File: config.mk
export PLATFORM = sky130hd
export DESIGN_NAME = display_code_sequencer_flat
export DESIGN_NICKNAME = d
export VERILOG_FILES = /design/src/rtl/display_pkg.sv /design/src/rtl/display_code_sequencer_if.sv /design/src/rtl/display_btn_debounce.sv /design/src/rtl/display_code_sequencer.sv /design/src/flat_wrapper.sv
export SDC_FILE = /design/constraint.sdc
export NUM_CORES = 1
export LEC_CHECK = 0
export ABC_CLOCK_PERIOD_IN_PS = 2029
export CAP_MARGIN = 20
export CORE_MARGIN = 3
export CORE_UTILIZATION = 25
export CTS_CLUSTER_DIAMETER = 30
export DETAILED_ROUTE_END_ITERATION = 12
export DONT_BUFFER_PORTS = 1
export GPL_ROUTABILITY_DRIVEN = 0
export PLACE_DENSITY_LB_ADDON = 0.25
export SYNTH_ARGS = -nofsm -noshare
export SYNTH_HDL_FRONTEND = slang
export SYNTH_HIERARCHICAL = 1
export SYNTH_SLANG_ARGS = --single-unit
File: constraint.sdc
create_clock -name clk -period 2.03 [get_ports clk]
set_input_delay 0.3045 -clock clk [delete_from_list [all_inputs] [get_ports clk]]
set_output_delay 0.3045 -clock clk [all_outputs]
set_load 0.05 [all_outputs]
File: src/rtl/display_pkg.sv
// Shared types and constants for the display code sequencer and its helpers.
package display_pkg;

    localparam int CODE_W = 5;

    typedef enum logic [1:0] {
        MANUAL     = 2'd0,
        AUTO_RUN   = 2'd1,
        AUTO_PAUSE = 2'd2
    } seq_state_t;

    // Bit positions of each decoder input within the code word.
    localparam int C1_IDX = 4;
    localparam int C2_IDX = 3;
    localparam int C3_IDX = 2;
    localparam int C4_IDX = 1;
    localparam int C6_IDX = 0;

endpackage

File: src/rtl/display_code_sequencer_if.sv
// Board-side bundle of the sequencer: raw switch/button inputs and decoder-facing outputs.
interface display_code_sequencer_if;
    import display_pkg::*;

    logic [CODE_W-1:0] sw;
    logic              load_btn;
    logic              step_btn;
    logic              mode;
    logic              c1;
    logic              c2;
    logic              c3;
    logic              c4;
    logic              c6;
    logic              code_upd;
    logic              auto_led;

    modport master (
        output sw, load_btn, step_btn, mode,
        input  c1, c2, c3, c4, c6, code_upd, auto_led
    );

    modport slave (
        input  sw, load_btn, step_btn, mode,
        output c1, c2, c3, c4, c6, code_upd, auto_led
    );

endinterface

File: src/rtl/display_btn_debounce.sv
// Button conditioner: 2-flop synchroniser, stable-level debounce, and a one-cycle press pulse on acceptance.
module display_btn_debounce #(
    parameter int DEB_CYCLES = 50_000
) (
    input  logic clk,
    input  logic rst_n,
    input  logic raw,
    output logic level,
    output logic press
);

    localparam int CNT_W = $clog2(DEB_CYCLES);
    localparam logic [CNT_W-1:0] CNT_LAST = CNT_W'(DEB_CYCLES - 1);

    logic [1:0]       sync_q, sync_d;
    logic [CNT_W-1:0] cnt_q, cnt_d;
    logic             level_q, level_d;
    logic             press_q, press_d;

    // NOTE: defaults first, so every path assigns every _d and no latch is inferred.
    always_comb begin
        sync_d  = {sync_q[0], raw};
        cnt_d   = '0;
        level_d = level_q;
        if (sync_q[1] != level_q) begin
            if (cnt_q == CNT_LAST) begin
                level_d = sync_q[1];
            end else begin
                cnt_d = cnt_q + CNT_W'(1);
            end
        end
        press_d = level_d & ~level_q;
    end

    // NOTE: state flops take non-blocking assignments only, so every flop sees pre-edge values.
    always_ff @(posedge clk or negedge rst_n) begin
        if (!rst_n) begin
            sync_q  <= '0;
            cnt_q   <= '0;
            level_q <= 1'b0;
            press_q <= 1'b0;
        end else begin
            sync_q  <= sync_d;
            cnt_q   <= cnt_d;
            level_q <= level_d;
            press_q <= press_d;
        end
    end

    assign level = level_q;
    assign press = press_q;

endmodule

File: src/rtl/display_code_sequencer.sv
// Produces the 5-bit 7-segment decoder code from switch loads, manual steps or an auto-step timer.
module display_code_sequencer
    import display_pkg::*;
#(
    parameter int DEB_CYCLES = 50_000,
    parameter int TICK_DIV   = 25_000_000
) (
    input logic                     clk,
    input logic                     rst_n,
    display_code_sequencer_if.slave bus
);

    localparam int TICK_W = $clog2(TICK_DIV);
    localparam logic [TICK_W-1:0] TICK_LAST = TICK_W'(TICK_DIV - 1);

    logic              load_press, step_press;
    logic              load_level, step_level;
    logic [CODE_W-1:0] sw_meta_q, sw_meta_d, sw_sync_q, sw_sync_d;
    logic              mode_meta_q, mode_meta_d, mode_sync_q, mode_sync_d;
    seq_state_t        state_q, state_d;
    logic [TICK_W-1:0] tick_q, tick_d;
    logic [CODE_W-1:0] code_q, code_d;
    logic              code_upd_q, code_upd_d;

    display_btn_debounce #(.DEB_CYCLES(DEB_CYCLES)) u_load_deb (
        .clk(clk), .rst_n(rst_n), .raw(bus.load_btn), .level(load_level), .press(load_press)
    );

    display_btn_debounce #(.DEB_CYCLES(DEB_CYCLES)) u_step_deb (
        .clk(clk), .rst_n(rst_n), .raw(bus.step_btn), .level(step_level), .press(step_press)
    );

    // Priority within a cycle: load, then step, then tick; at most one code write.
    always_comb begin
        sw_meta_d   = bus.sw;
        sw_sync_d   = sw_meta_q;
        mode_meta_d = bus.mode;
        mode_sync_d = mode_meta_q;
        state_d     = state_q;
        tick_d      = tick_q;
        code_d      = code_q;
        code_upd_d  = 1'b0;

        if (load_press) begin
            code_d     = sw_sync_q;
            code_upd_d = 1'b1;
            tick_d     = '0;
        end

        if (!mode_sync_q) begin
            // Leaving auto drops any same-cycle tick; steps only count in MANUAL.
            state_d = MANUAL;
            tick_d  = '0;
            if (!load_press && step_press && state_q == MANUAL) begin
                code_d     = code_q + CODE_W'(1);
                code_upd_d = 1'b1;
            end
        end else begin
            case (state_q)
                MANUAL: begin
                    state_d = AUTO_RUN;
                    tick_d  = '0;
                    if (!load_press && step_press) begin
                        code_d     = code_q + CODE_W'(1);
                        code_upd_d = 1'b1;
                    end
                end
                AUTO_RUN: begin
                    if (!load_press) begin
                        if (step_press) begin
                            state_d = AUTO_PAUSE;
                        end else if (tick_q == TICK_LAST) begin
                            code_d     = code_q + CODE_W'(1);
                            code_upd_d = 1'b1;
                            tick_d     = '0;
                        end else begin
                            tick_d = tick_q + TICK_W'(1);
                        end
                    end
                end
                AUTO_PAUSE: begin
                    if (!load_press && step_press) begin
                        state_d = AUTO_RUN;
                    end
                end
                default: state_d = MANUAL;
            endcase
        end
    end

    always_ff @(posedge clk or negedge rst_n) begin
        if (!rst_n) begin
            sw_meta_q   <= '0;
            sw_sync_q   <= '0;
            mode_meta_q <= 1'b0;
            mode_sync_q <= 1'b0;
            state_q     <= MANUAL;
            tick_q      <= '0;
            code_q      <= '0;
            code_upd_q  <= 1'b0;
        end else begin
            sw_meta_q   <= sw_meta_d;
            sw_sync_q   <= sw_sync_d;
            mode_meta_q <= mode_meta_d;
            mode_sync_q <= mode_sync_d;
            state_q     <= state_d;
            tick_q      <= tick_d;
            code_q      <= code_d;
            code_upd_q  <= code_upd_d;
        end
    end

    assign bus.c1       = code_q[C1_IDX];
    assign bus.c2       = code_q[C2_IDX];
    assign bus.c3       = code_q[C3_IDX];
    assign bus.c4       = code_q[C4_IDX];
    assign bus.c6       = code_q[C6_IDX];
    assign bus.code_upd = code_upd_q;
    assign bus.auto_led = (state_q == AUTO_RUN);

endmodule

File: src/flat_wrapper.sv
// flat-port wrapper written by rule: the top's interface ports become plain ports
module display_code_sequencer_flat import display_pkg::*;
#(
    parameter int DEB_CYCLES = 50_000,
    parameter int TICK_DIV   = 25_000_000
)
  (clk, rst_n, bus_sw, bus_load_btn, bus_step_btn, bus_mode, bus_c1, bus_c2, bus_c3, bus_c4, bus_c6, bus_code_upd, bus_auto_led);
  display_code_sequencer_if bus_i ();
  input logic clk;
  input logic rst_n;
  input wire logic [$bits(bus_i.sw)-1:0] bus_sw;
  input wire logic [$bits(bus_i.load_btn)-1:0] bus_load_btn;
  input wire logic [$bits(bus_i.step_btn)-1:0] bus_step_btn;
  input wire logic [$bits(bus_i.mode)-1:0] bus_mode;
  output wire logic [$bits(bus_i.c1)-1:0] bus_c1;
  output wire logic [$bits(bus_i.c2)-1:0] bus_c2;
  output wire logic [$bits(bus_i.c3)-1:0] bus_c3;
  output wire logic [$bits(bus_i.c4)-1:0] bus_c4;
  output wire logic [$bits(bus_i.c6)-1:0] bus_c6;
  output wire logic [$bits(bus_i.code_upd)-1:0] bus_code_upd;
  output wire logic [$bits(bus_i.auto_led)-1:0] bus_auto_led;
  assign bus_i.sw = bus_sw;
  assign bus_i.load_btn = bus_load_btn;
  assign bus_i.step_btn = bus_step_btn;
  assign bus_i.mode = bus_mode;
  assign bus_c1 = bus_i.c1;
  assign bus_c2 = bus_i.c2;
  assign bus_c3 = bus_i.c3;
  assign bus_c4 = bus_i.c4;
  assign bus_c6 = bus_i.c6;
  assign bus_code_upd = bus_i.code_upd;
  assign bus_auto_led = bus_i.auto_led;
  display_code_sequencer #(.DEB_CYCLES(DEB_CYCLES), .TICK_DIV(TICK_DIV)) u_core (.clk(clk), .rst_n(rst_n), .bus(bus_i));
endmodule
==> results_dict.tcl <==
set metrics [dict create \
    status "finished with violations" \
    violations "hold timing" \
    ant_nets 0 \
    slew_headroom_pct 56.5 \
    synth-compound-area-share_pct 12.3 \
    place_area_mm2 0.00521 \
    ys_ff_latch 85 \
    p_comb_share_pct 7.0 \
    syn_avg_cell_area_um2 10.0 \
    leakage_nw 2.29 \
    timing.rr.end "u_core/tick_q[13]" \
    antenna_found_initial 0 \
    clkSinkCount 85 \
    grt_use_total_pct 11.6 \
    drt_wl_total_um 11400 \
    max_freq_ghz 0.505 \
    ir_drop_v 0.000359 \
    p_sw_mw 0.880 \
    setup_violations 0 \
    tns_ps 0 \
    holdWs_ps -348 \
    vias 3747 \
    r2r_slack_ps 50 \
    rsz0062_at_grt "true" \
    hpwl_um 7850 \
    synth_edf_count 0 \
    wire_per_inst_um 15.3 \
    end_kind "flip-flop" \
    fin_nets 528 \
    dr.first_iter.drc_count 197 \
    r2r-start "u_core/tick_q[7]" \
    p_int_mw 2.99 \
    period_needed_ps 1980 \
    clockPowerShare_pct 47.0 \
    drv_slew 0 \
    crit_slowest_cell "or4b_4" \
    cts_tree "done" \
    p_seq_share_pct 46.0 \
    initial_core_util_pct 25.9 \
    grt-ovfl-total 0 \
    hold_violations 85 \
    cts_hold_buf 8 \
    synthMuxAreaShare_pct 1.49 \
    crit_type "flip-flop to flip-flop" \
    synth-simple-area-share_pct 30.2 \
    coreArea_mm2 0.0182 \
    synthCells 470 \
    worstPathBufferInverterCount 0 \
    design.die.area_mm2 0.0205 \
    diodes 0 \
    sw_frac_of_total_pct 22.7 \
    skew_ps 4.57 \
    ys_types 66 \
    fin_area_mm2 0.00571 \
    synth_xor_area_share_pct 6.32 \
    path_delay_family "simple AND/OR/NAND/NOR gates" \
    fillerInstances 1825 \
    cts_buffers 9 \
    firstDrtPassIters 5 \
    slowest_delay_ps 580 \
    critical_path.startpoint_type "flip-flop" \
    rr_worst_depth 5 \
    cts-htree-levels 3 \
    cp.required_ps 2260 \
    die_x_um 143 \
    tightest_slew_ps 652 \
    yosysWarnings 6 \
    crit_fanout 12 \
    syn_nets 484 \
    syn_area_mm2 0.00471 \
    crit_chain "or4b_4 > nor4b_4 > a21o_4 > o21ai_2 > a22o_1" \
    worstPathArrival_ps 2210 \
    drive_gt1_share_pct 21.8 \
    ys.flop_type "dfrtp_1" \
    setup_slack_ps 50.0 \
    clkLatencyLatePin_ps 340 \
    drcViolationCount 0 \
    grt_pass1_wl_um 19200 \
    fp-row-count 49 \
    syn_to_final_growth_pct 21.2 \
    post-place-ws_ps -9.42 \
    path_clk_slew_ps 60 \
    port_buffers 0 \
    synth_top_family_by_area "simple AND/OR/NAND/NOR gates" \
    die_height_um 143 \
    grt_start_max_net_pins 86 \
    cts_buffer_depth 2 \
    via_per_inst 5.01 \
    post-route-period-util_pct 97.5 \
    synth_fa_ha_area_share_pct 1.06 \
    async_flop_share_pct 100 \
    ys_seq_area_share_pct 45.1 \
    drv_cap 0 \
    ioPinCount 17 \
    cts_root_buf "clkbuf_16" \
    grt_pass1_vias 3683 \
    power_density_mw_per_mm2 678 \
    hp-class "input pin to async pin" \
]
## power by group through the flow
stage	registers, mW	logic [mW]	clock network (mW)
global route	1.79	0.294	1.96
detailed placement	1.81	0.252	0
global placement	1.81	0.248	0
floorplan	1.84	0.143	0
CTS	1.78	0.266	1.88
finish	1.78	0.271	1.82
## cells in the mapped netlist, types with 3 or more instances
cell	n	area, um^2
nor3_1	16	80.1
nand2_1	31	116
nor2b_1	3	18.8
buf_6	3	33.8
nor2_1	56	210
buf_2	9	45.0
a21oi_1	20	100
and3_1	8	50.1
nand2b_1	4	25.0
nand3_1	22	110
or3_1	8	50.1
and4b_1	4	40.0
nor4_1	3	18.8
o211ai_1	3	22.5
and2_1	3	18.8
a31o_2	3	26.3
nor4_2	8	100
a41oi_1	4	35.0
xnor2_1	25	219
clkbuf_1	9	33.8
nand4_4	4	85.1
ha_1	4	50.1
and4_1	4	35.0
or4_1	3	22.5
xor2_1	9	78.8
nor4b_2	4	60.1
o21ai_0	16	80.1
nor2_2	4	25.0
inv_1	14	52.6
mux2i_1	4	40.0
a31oi_1	16	100
dfrtp_1	85	2130
a22oi_1	4	30.0
nand4_1	11	68.8
## repair_timing
| item | CTS | global route |
|---|---|---|
| gates resized for setup | 1 | 13 |
| endpoints found under the setup margin | 3 | 16 |
| gates cloned | 0 | 1 |
| pin swaps | 1 | 7 |
| hold endpoints to repair | 93 | 85 |
| setup buffers | 0 | 4 |
## logic make-up (layout without fill, tap and decap cells)
| group | count (synthesis) | after routing |
|---|---|---|
| buffers and inverters | 35 | 84 |
| flip-flops | 85 | 85 |
| AND/OR/NAND/NOR | 218 | 218 |
| adder cells (fa/ha/maj) | 4 | 4 |
| multiplexers | 6 | 6 |
| XOR/XNOR | 34 | 34 |
| AO/OA/AOI/OAI | 88 | 88 |
## metal layers
| layer | vias up | share of wire [%] | global-route usage (%) |
|---|---|---|---|
| met5 | - | 0 | 0 |
| met4 | 0 | 2.1 | 4.21 |
| met3 | 18 | 3.7 | 2.33 |
| met2 | 83 | 46 | 17.1 |
| met1 | 1838 | 48 | 16.9 |
| li1 | 1808 | - | - |
## worst max-delay path by stage
stage	from	end	slack [ps]	cells after the start
detailed placement	u_core/tick_q[9]	u_core/tick_q[13]	-9	5
global route	u_core/tick_q[16]	u_core/tick_q[23]	-60	7
global placement	u_core/tick_q[6]	u_core/code_q[2]	5	5
floorplan	u_core/tick_q[9]	u_core/tick_q[11]	80	6
finish	u_core/tick_q[7]	u_core/tick_q[13]	50	5
CTS	u_core/tick_q[9]	u_core/tick_q[17]	40	6
## metrics by stage
stage               total power, mW  utilization (%)  cells
floorplan                      1.99                -    470
global placement               2.06             28.6    719
detailed placement             2.06             28.6    719
CTS                            3.92             30.9    743
global route                   4.04             31.4    748
finish                         3.87             31.4    748
## cell type report
| cell class | instances | area, um^2 | area share, % |
|---|---|---|---|
| clock buffer | 13 | 260 | 4.56 |
| tap | 229 | 287 | 5.02 |
| sequential | 85 | 2130 | 37.3 |
| timing repair buffer | 54 | 445 | 7.80 |
| clock inverter | 3 | 67.6 | 1.18 |
| multi-input combinational | 350 | 2470 | 43.2 |
| inverter | 14 | 52.6 | 0.920 |
## sequential cells by signal, summed over array words and instances (netlist names), 5 cells and up
register	flops
u_core/u_load_deb/cnt_q	16
u_core/sw_meta_q	5
u_core/u_step_deb/cnt_q	16
u_core/tick_q	25
u_core/code_q	5
u_core/sw_sync_q	5
## worst register-to-register path, cell delays in order (launching register included)
cell and delay, ps:
dfrtp_1 380, or4b_4 580, nor4b_4 330, a21o_4 260, o21ai_2 80, a22o_1 250
## layout by cell type (no fill, tap or decap), types with 4 or more instances in the layout
cell           synthesis  final
nand3_1               22     22
nor2_1                56     56
xnor2_1               25     25
and3_1                 8      8
nor2_2                 4      4
nand2_1               31     31
or3_1                  8      8
nand4_4                4      4
xor2_1                 9      9
dfrtp_1               85     84
a41oi_2                0      4
mux2i_1                4      4
buf_4                  0     43
nand4_1               11     11
and4b_1                4      4
nor4b_2                4      4
nor4_2                 8      8
nand2b_1               4      4
a22oi_1                4      4
inv_1                 14     14
o21ai_0               16     15
a21oi_1               20     19
and4_1                 4      4
nor3_1                16     16
clkbuf_16              0      9
a31oi_1               16     15
dlygate4sd3_1          0      8
Power figures use the tool's default switching activity.
